## src/rtl/fighter_pkg.sv

```systemverilog
// fighter_pkg: state encodings shared with the sprite renderer, plus a pixel clamp helper
package fighter_pkg;
  typedef enum logic [2:0] {
    ST_NORMAL = 3'b000,
    ST_PUNCH  = 3'b001,
    ST_HURT   = 3'b010
  } char_state_t;
  typedef enum logic [1:0] {
    MV_IDLE = 2'b00,
    MV_FWD  = 2'b01,
    MV_BACK = 2'b10
  } move_state_t;
  localparam int PHASE_W = 6;
  function automatic logic [6:0] clamp_px(input logic signed [7:0] v, input logic signed [7:0] lo,
                                          input logic signed [7:0] hi);
    return (v < lo) ? lo[6:0] : (v > hi) ? hi[6:0] : v[6:0];
  endfunction
endpackage

```

## src/rtl/fighter_controller_if.sv

```systemverilog
// fighter_controller_if: player controls in (enable, buttons, hit, mirror), sprite state and strike out
interface fighter_controller_if;
  import fighter_pkg::*;
  logic        enable;
  logic        btn_left;
  logic        btn_right;
  logic        btn_up;
  logic        btn_attack;
  logic        hit;
  logic        mirror;
  logic [6:0]  x;
  logic [6:0]  y;
  logic        in_air;
  move_state_t move_state;
  char_state_t character_state;
  logic        strike;
  modport master (
    output enable, btn_left, btn_right, btn_up, btn_attack, hit, mirror,
    input  x, y, in_air, move_state, character_state, strike
  );
  modport slave (
    input  enable, btn_left, btn_right, btn_up, btn_attack, hit, mirror,
    output x, y, in_air, move_state, character_state, strike
  );
endinterface

```

## src/rtl/fighter_controller_tick_gen.sv

```systemverilog
// tick_gen: one-cycle tick every TICK_DIV enabled clocks; ports clk, rst, enable in, tick out
module tick_gen #(
  parameter int TICK_DIV = 1_666_667
) (
  input  logic clk,
  input  logic rst,
  input  logic enable,
  output logic tick
);
  localparam int CW = TICK_DIV > 1 ? $clog2(TICK_DIV) : 1;
  localparam logic [CW-1:0] LAST = CW'(TICK_DIV - 1);
  logic [CW-1:0] cnt;
  always_ff @(posedge clk) begin
    if (rst) cnt <= '0;
    else if (enable) cnt <= (cnt == LAST) ? '0 : cnt + 1'b1;
  end
  assign tick = enable & ~rst & (cnt == LAST);
endmodule

```

## src/rtl/fighter_controller.sv

```systemverilog
// fighter_controller: frame-tick motion/action sequencer; clk, rst, bus (slave) carries buttons in, sprite state out; optional KNOCKBACK_EN
module fighter_controller
  import fighter_pkg::*;
#(
  parameter int TICK_DIV    = 1_666_667,
  parameter int X_MIN       = 8,
  parameter int X_MAX       = 88,
  parameter int X_INIT      = 24,
  parameter int Y_GROUND    = 40,
  parameter int WALK_STEP   = 1,
  parameter int JUMP_V      = 6,
  parameter int GRAVITY     = 1,
  parameter int PUNCH_TICKS = 45,
  parameter int STRIKE_TICK = 20,
  parameter int HURT_TICKS  = 45
) (
  input logic clk,
  input logic rst,
  fighter_controller_if.slave bus
);
  localparam logic signed [7:0] XMIN = 8'(X_MIN);
  localparam logic signed [7:0] XMAX = 8'(X_MAX);
  localparam logic signed [7:0] YGND = 8'(Y_GROUND);
  localparam logic signed [7:0] STEP = 8'(WALK_STEP);
  localparam logic signed [5:0] JV = 6'(JUMP_V);
  localparam logic signed [5:0] GR = 6'(GRAVITY);
  localparam logic [PHASE_W-1:0] PUNCH_LAST = PHASE_W'(PUNCH_TICKS - 1);
  localparam logic [PHASE_W-1:0] HURT_LAST = PHASE_W'(HURT_TICKS - 1);
  localparam logic [PHASE_W-1:0] STRIKE_PH = PHASE_W'(STRIKE_TICK);
  logic tick, atk_q, atk_pend, hit_pend, atk_now, hit_now;
  char_state_t state, state_n;
  logic [PHASE_W-1:0] phase, phase_n;
  logic [6:0] x, y;
  logic signed [5:0] vy, vy_e;
  logic in_air, walk, knock, start, air, land;
  move_state_t move_state, move_n;
  logic signed [7:0] dx, x_sum, y_sum;
  tick_gen #(.TICK_DIV(TICK_DIV)) u_tick (.clk(clk), .rst(rst), .enable(bus.enable), .tick(tick));
  // events landing on the tick cycle itself are consumed by that tick, so none are lost
  assign atk_now = atk_pend | (bus.btn_attack & ~atk_q);
  assign hit_now = hit_pend | bus.hit;
  always_ff @(posedge clk) begin
    atk_q    <= rst ? 1'b0 : bus.btn_attack;
    atk_pend <= (rst | tick) ? 1'b0 : atk_now;
    hit_pend <= (rst | tick) ? 1'b0 : hit_now;
  end
  always_ff @(posedge clk) begin
    if (rst) begin
      state <= ST_NORMAL;
      phase <= '0;
    end else begin
      state <= state_n;
      phase <= phase_n;
    end
  end
  always_comb begin
    state_n = state;
    phase_n = phase;
    if (tick) begin
      case (state)
        ST_NORMAL: begin
          state_n = hit_now ? ST_HURT : atk_now ? ST_PUNCH : ST_NORMAL;
          phase_n = '0;
        end
        ST_PUNCH: begin
          phase_n = hit_now ? '0 : phase + 1'b1;
          state_n = hit_now ? ST_HURT : (phase == PUNCH_LAST) ? ST_NORMAL : ST_PUNCH;
        end
        ST_HURT: begin
          phase_n = phase + 1'b1;
          state_n = (phase == HURT_LAST) ? ST_NORMAL : ST_HURT;
        end
        default: state_n = ST_NORMAL;
      endcase
    end
  end
  assign walk = (state == ST_NORMAL) & (bus.btn_left ^ bus.btn_right);
`ifdef KNOCKBACK_EN
  assign knock = (state == ST_HURT) & (phase < PHASE_W'(4));
`else
  assign knock = 1'b0;
`endif
  // knockback pushes away from the facing direction
  assign dx = walk ? (bus.btn_right ? STEP : -STEP) : knock ? (bus.mirror ? 8'sd2 : -8'sd2) : 8'sd0;
  assign x_sum = $signed({1'b0, x}) + dx;
  assign move_n = walk ? ((bus.btn_left == bus.mirror) ? MV_FWD : MV_BACK) : MV_IDLE;
  // the launch tick already applies the first upward step
  assign start = bus.btn_up & ~in_air & (state == ST_NORMAL);
  assign vy_e = start ? -JV : vy;
  assign air = in_air | start;
  assign y_sum = $signed({1'b0, y}) + $signed({{2{vy_e[5]}}, vy_e});
  assign land = y_sum >= YGND;
  always_ff @(posedge clk) begin
    if (rst) begin
      x          <= 7'(X_INIT);
      y          <= 7'(Y_GROUND);
      vy         <= '0;
      in_air     <= 1'b0;
      move_state <= MV_IDLE;
    end else if (tick) begin
      x          <= clamp_px(x_sum, XMIN, XMAX);
      move_state <= move_n;
      if (air) begin
        y      <= land ? 7'(Y_GROUND) : y_sum[6:0];
        vy     <= land ? 6'sd0 : vy_e + GR;
        in_air <= ~land;
      end
    end
  end
  assign bus.x = x;
  assign bus.y = y;
  assign bus.in_air = in_air;
  assign bus.move_state = move_state;
  assign bus.character_state = state;
  assign bus.strike = tick & (state == ST_PUNCH) & (phase == STRIKE_PH) & ~hit_now;
endmodule

```

## src/flat_wrapper.sv

```systemverilog
// flat-port wrapper written by rule: the top's interface ports become plain ports
module fighter_controller_flat import fighter_pkg::*;
#(
  parameter int TICK_DIV    = 1_666_667,
  parameter int X_MIN       = 8,
  parameter int X_MAX       = 88,
  parameter int X_INIT      = 24,
  parameter int Y_GROUND    = 40,
  parameter int WALK_STEP   = 1,
  parameter int JUMP_V      = 6,
  parameter int GRAVITY     = 1,
  parameter int PUNCH_TICKS = 45,
  parameter int STRIKE_TICK = 20,
  parameter int HURT_TICKS  = 45
)
  (clk, rst, bus_enable, bus_btn_left, bus_btn_right, bus_btn_up, bus_btn_attack, bus_hit, bus_mirror, bus_x, bus_y, bus_in_air, bus_move_state, bus_character_state, bus_strike);
  fighter_controller_if bus_i ();
  input logic clk;
  input logic rst;
  input wire logic [$bits(bus_i.enable)-1:0] bus_enable;
  input wire logic [$bits(bus_i.btn_left)-1:0] bus_btn_left;
  input wire logic [$bits(bus_i.btn_right)-1:0] bus_btn_right;
  input wire logic [$bits(bus_i.btn_up)-1:0] bus_btn_up;
  input wire logic [$bits(bus_i.btn_attack)-1:0] bus_btn_attack;
  input wire logic [$bits(bus_i.hit)-1:0] bus_hit;
  input wire logic [$bits(bus_i.mirror)-1:0] bus_mirror;
  output wire logic [$bits(bus_i.x)-1:0] bus_x;
  output wire logic [$bits(bus_i.y)-1:0] bus_y;
  output wire logic [$bits(bus_i.in_air)-1:0] bus_in_air;
  output wire logic [$bits(bus_i.move_state)-1:0] bus_move_state;
  output wire logic [$bits(bus_i.character_state)-1:0] bus_character_state;
  output wire logic [$bits(bus_i.strike)-1:0] bus_strike;
  assign bus_i.enable = bus_enable;
  assign bus_i.btn_left = bus_btn_left;
  assign bus_i.btn_right = bus_btn_right;
  assign bus_i.btn_up = bus_btn_up;
  assign bus_i.btn_attack = bus_btn_attack;
  assign bus_i.hit = bus_hit;
  assign bus_i.mirror = bus_mirror;
  assign bus_x = bus_i.x;
  assign bus_y = bus_i.y;
  assign bus_in_air = bus_i.in_air;
  assign bus_move_state = bus_i.move_state;
  assign bus_character_state = bus_i.character_state;
  assign bus_strike = bus_i.strike;
  fighter_controller #(.TICK_DIV(TICK_DIV), .X_MIN(X_MIN), .X_MAX(X_MAX), .X_INIT(X_INIT), .Y_GROUND(Y_GROUND), .WALK_STEP(WALK_STEP), .JUMP_V(JUMP_V), .GRAVITY(GRAVITY), .PUNCH_TICKS(PUNCH_TICKS), .STRIKE_TICK(STRIKE_TICK), .HURT_TICKS(HURT_TICKS)) u_core (.clk(clk), .rst(rst), .bus(bus_i));
endmodule
```

## config.mk

```make
export PLATFORM = sky130hd
export DESIGN_NAME = fighter_controller_flat
export DESIGN_NICKNAME = d
export VERILOG_FILES = /design/src/rtl/fighter_pkg.sv /design/src/rtl/fighter_controller_if.sv /design/src/rtl/fighter_controller_tick_gen.sv /design/src/rtl/fighter_controller.sv /design/src/flat_wrapper.sv
export SDC_FILE = /design/constraint.sdc
export NUM_CORES = 1
export LEC_CHECK = 0
export ABC_AREA = 1
export CAP_MARGIN = 10
export CORE_MARGIN = 2
export CORE_UTILIZATION = 25
export DETAILED_ROUTE_END_ITERATION = 12
export GPL_TIMING_DRIVEN = 0
export SLEW_MARGIN = 20
export SYNTH_ARGS = -nofsm -noshare
export SYNTH_HDL_FRONTEND = slang
export SYNTH_SLANG_ARGS = --single-unit
```

## constraint.sdc

```tcl
create_clock -name clk -period 3.5 [get_ports clk]
set_input_delay 1.05 -clock clk [delete_from_list [all_inputs] [get_ports clk]]
set_output_delay 1.05 -clock clk [all_outputs]
set_load 0.02 [all_outputs]
```

* Word-level counts from Yosys, hierarchy flattened
Index checks and enable logic that the tools add are counted.
** Word-level totals
- Bits in registers :: 56
- Input port bits :: 9
- Output and inout port bits :: 21
- Word-level logic and storage cells :: 66
** Operators by class
- Add/sub/neg operators :: 5
- Magnitude comparators :: 3
- Equality and inequality tests :: 6
- Mux-type cells :: 18
- Bitwise gates (word level) :: 19
- Reduce and logical (&&, ||, !) cells :: 4
** Operator list (number)
- 21-bit by 1-bit adder with 21-bit output, second input constant :: 1
- 21-bit == test, second input constant :: 1
- 21-bit two-way mux :: 1
- 7-bit two-way mux :: 3
- 6-bit two-way mux :: 3
- 6-bit one-hot mux with 3 select lines :: 1
- 8-bit two-way mux :: 2
- 1-bit bitwise AND :: 9
- 3-bit one-hot mux with 3 select lines :: 1
- 8-bit by 6-bit adder with 8-bit output :: 1
- 8-bit adder :: 1
- 8-bit by 7-bit >= comparator with 1-bit output, second input constant :: 1
- 8-bit greater-than comparator, second input constant :: 1
- 8-bit by 5-bit < comparator with 1-bit output, second input constant :: 1
- 6-bit by 1-bit adder with 6-bit output, second input constant :: 1
- 6-bit by 2-bit adder with 6-bit output, second input constant :: 1
- 6-bit by 5-bit == test with 1-bit output, second input constant :: 1
- 6-bit == test, second input constant :: 1
- 2-bit two-way mux :: 3
- 3-bit two-way mux :: 2
- 1-bit inverter :: 5
- 1-bit OR :: 4
- 2-bit AND reduction :: 2
- 3-bit by 1-bit == test with 1-bit output, second input constant :: 1
- other kinds (6) :: 7

* Depth between registers and ports, before layout
- Depth after elaboration :: 7
- Gate-level depth with buffers :: 21

* By module
Synthesis repeated with hierarchy kept, for this count alone.
** Second synthesis, totals
- Cells, all modules :: 521
- Area, all modules :: 3632.2 um^2
** Modules (own cells, without submodules)
- fighter_controller :: times used 1, cells an instance 339, area an instance 2359.8 um^2, sequential area each 680.7 um^2
- tick_gen :: times used 1, cells an instance 182, area an instance 1272.5 um^2, sequential area each 420.4 um^2

* Worst setup path after synthesis
OpenSTA, ideal clock, no wires.
- Path type :: input-to-output
- Start :: input bus_enable
- End :: output bus_strike
- Arrival :: 2236 ps
- Required time :: 2450 ps
- Path slack :: 214 ps
- Stages :: 7
- Buffers on the path :: 1
- Cells stage by stage :: buf_4 -> nand4_1 -> nor2_1 -> nand4_1 -> nor2_2 -> inv_1 -> nor3_1
** On the way
- Word-level cells in the longest chain between the ends :: 5
** RTL lines
- start: declaration :: RTL line flat_wrapper.sv:20 : input wire logic [$bits(bus_i.enable)-1:0] bus_enable;
- 1-bit bitwise AND (2 in a row) :: RTL line fighter_controller_tick_gen.sv:17 : assign tick = enable & ~rst & (cnt == LAST);
- 1-bit bitwise AND (3 in a row) :: RTL line fighter_controller.sv:115 : assign bus.strike = tick & (state == ST_PUNCH) & (phase == STRIKE_PH) & ~hit_now;
- end: declaration :: RTL line flat_wrapper.sv:32 : output wire logic [$bits(bus_i.strike)-1:0] bus_strike;
No other way between the ends.

* Worst setup path after layout
Same ends and word-level chain as after synthesis.

==> run metrics <==
status completed; DRT antenna net count 0; count of endpoints failing setup in the final report 0; hold path endpoint u_core.vy[0]; post-detailed-routing wire length 8200 um; critical path, cell by cell buf_4, nand4_1, nor2_1, nand4_1, nor2_4, inv_1, nor3_2, clkdlybuf4s15_2; part of the cycle the worst path needs 0.961; htree depth 2; area overhead of the layout relative to synthesis 19.9%; Worst IR Drop VDD 0.163 mV; setup repair after global routing missed its margin no; element type at the critical path end primary output; Crit path largest cell delay 0.28 ns; violation count after the first detailed-route iteration 238; total via count in the routed design 3191; library cells used by synthesis 47; Cells after Synth 497; Remaining Overflow, GRT 0; Inserted Clock Buffers 5; FF-to-FF path depth 15; worst hold path depth 2; clock-pin slew of the registers on the worst-case setup and hold paths 0.07 ns; maximum count of clock buffers along a single path 2; worst slew slack as a fraction of its limit 0.575; die width 122 um; count of filler cells inserted in the layout 1530; TritonRoute pass-1 iters 4; internal reg-to-reg setup slack 0.57 ns; hold_sp u_core.vy[0]; pin count of the biggest net entering global routing 18; mapped cell area 3480 um^2; EDFF count, synth 0; number of antenna violations at the first check in global routing 0; async set or reset register ratio after synthesis 0; Worst EP arrival 2.31 ns; post-route design area 4180 um^2; total track usage 0.116; highest-count cells in the layout ignoring fill and taps 95 x sky130_fd_sc_hd__nand2_1, 68 x sky130_fd_sc_hd__inv_1, 61 x sky130_fd_sc_hd__nor2_1; origin of the critical flop-to-flop path u_core.bus.character_state[0]; worst min-delay path category register to register; Vias per Instance 4.47; average wire per standard cell 11.5 um; number of remaining DRC errors 0; num rows 43; initial standard-cell utilization of the core 0.254; time the final worst path needs with I/O delays and setup 3.36 ns; routability congestion estimate 0.885; Die Y-Extent 122 um; most used cell, CP sky130_fd_sc_hd__nand4_1; clock sink total 55; commonest non-fill, non-tap cell in the layout sky130_fd_sc_hd__nand2_1; # IOs 30; Antenna Diode Count 0; Seq cells post-synth 55; synthesized area per cell 7.01 um^2; clock tree skew after final layout 0.00584 ns; first-pass GRT wire length 13900 um; Final HPWL DP 6330 um; cell chosen for the clock root sky130_fd_sc_hd__clkbuf_16; TritonCTS clock tree yes; Seq/Total Area, Yosys 0.316; PD cells 321 nW/um^2; PortBufs 27; timing-limited maximum frequency 297 MHz; vias in the first global route 2906; post-layout net count 560; destination of the worst register-to-register timing path u_core.bus.y[5]; Slew @ Worst Pin 0.638 ns; critical path launch point type primary input; # hold bufs at CTS 0; Worst Path Class, Setup primary input to primary output; nets in the synthesized netlist 524; number of pins with negative max-slew slack in the final report 0; Data required, critical path 2.45 ns; floorplan die area 14900 um^2; placed cell area 3980 um^2; library cell contributing the largest single delay on the critical path sky130_fd_sc_hd__clkdlybuf4s15_2; Max Cap Viol 0; number of failing hold endpoints at the final stage 0; instance count after placement with tap cells included 704; Floorplan Core Area 13700 um^2; most used flip-flop cell after synthesis sky130_fd_sc_hd__dfxtp_1; largest fanout of any net on the critical path 8; later-pin clock latency in the skew report 0.30 ns; non-filler instance count after layout 714; yosys warns 0; leakage power 1.71 nW; share of layout cells above drive strength 1 0.122
## registers in the layout, indices dropped and copies added (netlist names)
signal / cells
u_core.atk_q: 1
u_core.u_tick.cnt: 21
u_core.bus.move_state: 2
u_core.bus.in_air: 1
u_core.vy: 6
u_core.hit_pend: 1
u_core.bus.y: 7
u_core.atk_pend: 1
u_core.bus.character_state: 2
u_core.bus.x: 7
u_core.phase: 6
## power by group
group / switching, W / internal [W] / leakage, nW / total (W)
combinational: 0.0000884 / 0.0000459 / 1.18 / 0.000134
sequential: 0.00000278 / 0.000630 / 0.444 / 0.000632
clock: 0.000236 / 0.000338 / 0.0838 / 0.000574
## metal layers
layer  GRT usage  up-vias  wire length, um
li1            -     1701                -
met1       0.162     1433             4270
met2       0.179       46             3520
met3      0.0169       11              240
met4      0.0460        0              171
met5           0        -                0
## how the worst max path moves through the flow
stage          slack (ns)  startpoint  cells past startpoint              end
5_1_grt              0.04  bus_btn_up                     16  u_core.bus.y[5]
3_5_place_dp        -0.44         rst                      5       bus_strike
2_1_floorplan        0.21  bus_enable                      7       bus_strike
3_3_place_gp        -0.47         rst                      5       bus_strike
6_report             0.14  bus_enable                      8       bus_strike
4_1_cts              0.03     bus_hit                      5       bus_strike
## per-stage QoR
stage	power, W	utilization	hold WS (ns)	TNS (ns)	setup WS [ns]
6_report	0.00134	0.304	0.474	0	0.135
5_1_grt	0.00141	0.304	0.507	0	0.0363
4_1_cts	0.00136	0.304	0.475	0	0.0284
3_5_place_dp	0.000781	0.290	0.465	-1.79	-0.443
3_3_place_gp	0.000781	0.290	0.451	-1.91	-0.466
2_1_floorplan	0.000747	-	0.442	0	0.214
## area by class of cell
| type | instances | area (um^2) | area share |
|---|---|---|---|
| multi-input cells | 361 | 2080 | 0.498 |
| flip-flops and latches | 55 | 1100 | 0.264 |
| inverters | 75 | 287 | 0.0686 |
| repair buffers | 29 | 285 | 0.0683 |
| well taps | 180 | 225 | 0.0539 |
| clock buffers | 5 | 125 | 0.0300 |
| clock inverters | 3 | 43.8 | 0.0105 |
| plain buffers | 6 | 30.0 | 0.00719 |
## worst max-delay path, delay by kind of cell
kind                   cells  cell delay [ns]
buffers and inverters      3             0.52
and+or+nand+nor            5             0.74
## cells by family after synthesis
logic type / share of synthesized area
other cells: 0.00108
fa+ha+maj: 0.0668
compound gates: 0.113
xor+xnor: 0.0402
flops: 0.316
buf+inv: 0.0909
simple gates: 0.372
## Yosys cell counts, types with 5 or more instances
cell,number,share of area
sky130_fd_sc_hd__nand3_1,30,0.043
sky130_fd_sc_hd__nand2_2,16,0.029
sky130_fd_sc_hd__inv_1,69,0.074
sky130_fd_sc_hd__nor2_2,6,0.011
sky130_fd_sc_hd__xor2_1,10,0.025
sky130_fd_sc_hd__nand4_1,21,0.038
sky130_fd_sc_hd__ha_1,17,0.061
sky130_fd_sc_hd__o21ai_0,14,0.020
sky130_fd_sc_hd__o21ai_2,6,0.015
sky130_fd_sc_hd__a21oi_1,20,0.029
sky130_fd_sc_hd__nor2_1,62,0.067
sky130_fd_sc_hd__o21ai_1,5,0.0072
sky130_fd_sc_hd__dfxtp_1,55,0.32
sky130_fd_sc_hd__nand2_1,95,0.10
sky130_fd_sc_hd__xnor2_1,6,0.015
sky130_fd_sc_hd__nor3_1,13,0.019
## repair_timing
item,in CTS,in global routing
setup buffers,2,0
cloned,0,0
pin swaps,1,0
gates resized for setup,6,4
setup endpoints to repair,1,4
(Power assumes the default switching activity.)
==> RTL edit 1 (config.mk and constraints unchanged) <==
`TICK_DIV` is set to 1_666_667 in 3 places; all go to 6_666_668.
--- a/src/rtl/fighter_controller_tick_gen.sv
+++ b/src/rtl/fighter_controller_tick_gen.sv
@@ -1,6 +1,6 @@
 // tick_gen: one-cycle tick every TICK_DIV enabled clocks; ports clk, rst, enable in, tick out
 module tick_gen #(
-  parameter int TICK_DIV = 1_666_667
+  parameter int TICK_DIV = 6_666_668
 ) (
   input  logic clk,
   input  logic rst,
--- a/src/rtl/fighter_controller.sv
+++ b/src/rtl/fighter_controller.sv
@@ -2,7 +2,7 @@
 module fighter_controller
   import fighter_pkg::*;
 #(
-  parameter int TICK_DIV    = 1_666_667,
+  parameter int TICK_DIV    = 6_666_668,
   parameter int X_MIN       = 8,
   parameter int X_MAX       = 88,
   parameter int X_INIT      = 24,
--- a/src/flat_wrapper.sv
+++ b/src/flat_wrapper.sv
@@ -1,7 +1,7 @@
 // flat-port wrapper written by rule: the top's interface ports become plain ports
 module fighter_controller_flat import fighter_pkg::*;
 #(
-  parameter int TICK_DIV    = 1_666_667,
+  parameter int TICK_DIV    = 6_666_668,
   parameter int X_MIN       = 8,
   parameter int X_MAX       = 88,
   parameter int X_INIT      = 24,
Function: same outputs for any inputs over 10 cycles, from zero or initial values and one cycle with rst high; that may be too few to reach the edited logic, so the function may still have changed.
==> RTL edit 1 against the unedited design <==
Maximum frequency decreased by 1.9%; clock power is 78% higher; routed wire length is 4.2% higher; power rose by 34%; sequential cell count rose by 2; sequential share of layout area down 0.33 points; largest cell class unchanged; area after synthesis increased by 0.40%; final area up 4.9%; setup slack worse by 0.064 ns.
==> RTL edit 1: results (changes against the unedited design) <==
All-Layer GR Usage -> 12.0% (was 11.6%)
H-tree depth -> 3 (was 2)
Min-Delay Endpoint -> u_core.vy[4]$_SDFFE_PP0P_ (was u_core.vy[0]$_SDFFE_PP0P_)
Worst-path cell with the longest stage delay -> clkdlybuf4s50_1 (was clkdlybuf4s15_2)
Routed vias/inst -> 4.51 (was 4.47)
Post-synthesis sequential area ratio -> 32.6% (was 31.6%)
CP Max Fanout -> 5 (was 8)
Pin count of the biggest net entering global routing -> 11 (was 18)
Via Count -> 3326 (was 3191)
Hold path startpoint -> u_core.vy[4]$_SDFFE_PP0P_ (was u_core.vy[0]$_SDFFE_PP0P_)
M1 GR Usage -> 16.7% (was 16.2%)
Count of input and output buffers -> 28 (was 27)
Global-route wire length before repair -> 14.3 mm (was 13.9 mm)
Status -> complete, no violations (unchanged)
Reg2reg setup slack -> 0.55 ns (was 0.57 ns)
Distinct cell type count after synthesis -> 43 (was 47)
Worst R2R Start -> u_core.bus.character_state[1]$_SDFFE_PP0P_ (was u_core.bus.character_state[0]$_SDFFE_PP0P_)
WP data arrival -> 2.38 ns (was 2.31 ns)
Gate power share -> 6.8% (was 10.0%)
Syn Nets -> 539 (was 524)
Top cells by count, synth -> 111 x nand2_1, 67 x inv_1, 66 x nor2_1, 57 x dfxtp_1, 38 x nand3_1 (was 95 x nand2_1, 69 x inv_1, 62 x nor2_1, 55 x dfxtp_1, 30 x nand3_1)
Delay-heaviest family, CP -> buffers and inverters (was simple AND/OR/NAND/NOR gates)
Flop+latch power -> 657 uW (was 632 uW)
CTS buffer count -> 9 (was 5)
Drt total wl -> 8.54 mm (was 8.20 mm)
Met3 global-route usage -> 2.04% (was 1.69%)
R2r worst-path depth -> 16 (was 15)
Vias in the first global route -> 3010 (was 2906)
Synthesized flop and latch total -> 57 (was 55)
Synth top area cells -> dfxtp_1 33%, nand2_1 12%, inv_1 7.2%, nor2_1 7.1%, ha_1 5.7% (was dfxtp_1 32%, nand2_1 10%, inv_1 7.4%, nor2_1 6.7%, ha_1 6.1%)
Detail Route met3 WL -> 452 microns (was 240 microns)
CP Launch Point -> bus_hit (was bus_enable)
Placed cell area -> 4000 sq um (was 3980 sq um)
Worst Skew -> 0.00601 ns (was 0.00584 ns)
Synth Instances -> 513 (was 497)
Largest stage delay, worst path -> 0.40 ns (was 0.28 ns)
Placed cells -> 721 (was 704)
Top flop regs -> u_core.u_tick.cnt x23, u_core.bus.x x7, u_core.bus.y x7 (was u_core.u_tick.cnt x21, u_core.bus.x x7, u_core.bus.y x7)
Leakage -> 1.80 nW (was 1.71 nW)
Flop pwr share -> 36.5% (was 47.2%)
[RTL edit 1: cell types whose count changed after synthesis, sizes merged, moves of 3 or more]
cell / change
nand3: +10
nand2: +7
clkbuf: -3
inv: -4
buf: +3
nand4: -4
xor2: +4
[RTL edit 1: how the worst max path moves through the flow]
stage | endpoint | slack [ns] | cells after the start
2_1_floorplan | bus_strike | 0.36 | 4
3_3_place_gp | bus_strike | -0.91 | 6
3_5_place_dp | bus_strike | -0.89 | 6
4_1_cts | bus_strike | 0.01 | 5
5_1_grt | bus_strike | 0.01 | 5
6_report | bus_strike | 0.07 | 5
[RTL edit 1: final cells by class]
type / instances / area (sq um)
clock buffer: 11 / 243
sequential: 57 / 1140
multi-input combinational: 378 / 2070
tap: 180 / 225
fill: 1534 / 9390
buffer: 6 / 31.3
clock inverter: 5 / 103
inverter: 72 / 278
timing repair buffer: 29 / 292
[RTL edit 1: timing repair]
item                       CTS  global route
hold buffers                 0             0
resized for setup            8             6
setup endpoints to repair    1             3
buffers inserted             1             0
==> RTL edit 2 (same settings) <==
Made on the original files. Compare `cnt` against `LAST` with >= in place of ==.
--- a/src/rtl/fighter_controller_tick_gen.sv
+++ b/src/rtl/fighter_controller_tick_gen.sv
@@ -12,7 +12,7 @@
   logic [CW-1:0] cnt;
   always_ff @(posedge clk) begin
     if (rst) cnt <= '0;
-    else if (enable) cnt <= (cnt == LAST) ? '0 : cnt + 1'b1;
+    else if (enable) cnt <= (cnt >= LAST) ? '0 : cnt + 1'b1;
   end
   assign tick = enable & ~rst & (cnt == LAST);
 endmodule
Formal check against the unedited RTL: same outputs for any inputs over 10 cycles, from zero or initial values and one cycle with rst high; that may be too few to reach the edited logic, so the function may still have changed.
==> RTL edit 2 against the unedited design <==
Setup slack gained 0.078 ns; area after synthesis is 0.90% higher; power is 1.5% lower; critical path depth decreased by 3; sequential share of layout area hardly changed; utilization decreased by 0.19 points; routed wire length decreased by 2.8%; maximum frequency grew 2.4%; sequential cell count stayed put; hold slack worse by 0.0096 ns; global-route usage shrank 0.48 points; final area increased by 0.15%; largest power group unchanged.
==> RTL edit 2: results (changes against the unedited design) <==
Pin count of the biggest net entering global routing -> 17 (was 18)
Vias in the first global route -> 3005 (was 2906)
Setup Fix Bufs, Post-CTS -> 0 (was 2)
M1 GR Usage -> 15.4% (was 16.2%)
Reg2reg setup slack -> 0.60 ns (was 0.57 ns)
Status -> complete, no violations (unchanged)
Drt total wl -> 7.97 mm (was 8.20 mm)
Met3 global-route usage -> 2.42% (was 1.69%)
Largest stage delay, worst path -> 0.54 ns (was 0.28 ns)
Worst Skew -> 0.0110 ns (was 0.00584 ns)
Placed cell area -> 4020 sq um (was 3980 sq um)
Met2 Usage GRT -> 17.8% (was 17.9%)
Top cells by count, synth -> 107 x nand2_1, 76 x inv_1, 65 x nor2_1, 55 x dfxtp_1, 33 x nand3_1 (was 95 x nand2_1, 69 x inv_1, 62 x nor2_1, 55 x dfxtp_1, 30 x nand3_1)
Layout net count -> 575 (was 560)
CP Launch Point -> rst (was bus_enable)
Post-synthesis sequential area ratio -> 31.3% (was 31.6%)
Peak VDD IR -> 0.169 mV (was 0.163 mV)
Worst-path cell with the longest stage delay -> clkdlybuf4s50_1 (was clkdlybuf4s15_2)
Max-Slew Margin vs Limit -> 65.8% (was 57.5%)
CP Max Fanout -> 4 (was 8)
Global placement routability congestion -> 0.832 (was 0.885)
R2r worst-path depth -> 14 (was 15)
DP Wirelength -> 6.31 mm (was 6.33 mm)
Placed cells -> 721 (was 704)
Share of layout cells above drive strength 1 -> 9.31% (was 12.2%)
Leakage -> 1.73 nW (was 1.71 nW)
Synth Instances -> 513 (was 497)
Routed vias/inst -> 4.45 (was 4.47)
Delay-heaviest family, CP -> buffers and inverters (was simple AND/OR/NAND/NOR gates)
Via Count -> 3241 (was 3191)
All-Layer GR Usage -> 11.1% (was 11.6%)
Global-route wire length before repair -> 13.7 mm (was 13.9 mm)
Post-cts sizing count -> 2 (was 6)
RTL edit 2: power by group:
part           leakage [nW]  switching, mW  total, mW  internal (mW)
Combinational          1.21         0.0792      0.123         0.0441
Sequential            0.444        0.00286      0.632          0.629
Clock                0.0759          0.231      0.565          0.334
Total                  1.73          0.313       1.32           1.01
RTL edit 2: cells by family after synthesis:
logic type,Yosys count,synth area share [%]
AND/OR/NAND/NOR,272,36.6
buffers and inverters,86,9.50
AO/OA/AOI/OAI,61,10.8
flip-flops,55,31.3
XOR/XNOR,20,4.98
adder cells (fa/ha/maj),18,6.62
other,1,0.107
RTL edit 2: cell type report:
cell class                 count  area [sq um]
tap                          180           225
fill                        1515          9650
inverter                      82           313
sequential                    55          1100
multi-input combinational    372          2080
buffer                         4          21.3
clock inverter                 2          37.5
clock buffer                   5           125
timing repair buffer          28           274
RTL edit 2: worst min-delay path, stage by stage, from the launching register on:
cell	delay (ns)
dfxtp_1	0.33
nand2_1	0.05
o41ai_1	0.05
RTL edit 2: layer usage:
metal | wire [microns] | vias up
met1 | 4000 | 1457
met5 | 0 | -
met3 | 307 | 9
met2 | 3590 | 37
li1 | - | 1738
met4 | 76 | 0
RTL edit 2: worst min-delay path by stage:
stage                                     startpoint                               endpoint  slack, ns  depth (start not counted)
2_1_floorplan              u_core.vy[4]$_SDFFE_PP0P_              u_core.vy[4]$_SDFFE_PP0P_       0.44                          2
3_3_place_gp   u_core.bus.move_state[1]$_SDFFE_PP0P_  u_core.bus.move_state[1]$_SDFFE_PP0P_       0.45                          2
3_5_place_dp   u_core.bus.move_state[1]$_SDFFE_PP0P_  u_core.bus.move_state[1]$_SDFFE_PP0P_       0.45                          2
4_1_cts        u_core.bus.move_state[1]$_SDFFE_PP0P_  u_core.bus.move_state[1]$_SDFFE_PP0P_       0.47                          2
5_1_grt                    u_core.vy[4]$_SDFFE_PP0P_              u_core.vy[4]$_SDFFE_PP0P_       0.49                          2
6_report       u_core.bus.move_state[1]$_SDFFE_PP0P_  u_core.bus.move_state[1]$_SDFFE_PP0P_       0.46                          2
RTL edit 2: stage by stage:
step | setup WS [ns] | power [mW] | hold WS, ns | util (%)
floorplan | 0.658 | 0.736 | 0.435 | -
global placement | -0.471 | 0.770 | 0.446 | 29.1
detailed placement | -0.480 | 0.771 | 0.452 | 29.1
CTS | 0.0483 | 1.34 | 0.469 | 30.2
global route | 0.0541 | 1.38 | 0.486 | 30.2
finish | 0.213 | 1.32 | 0.464 | 30.2
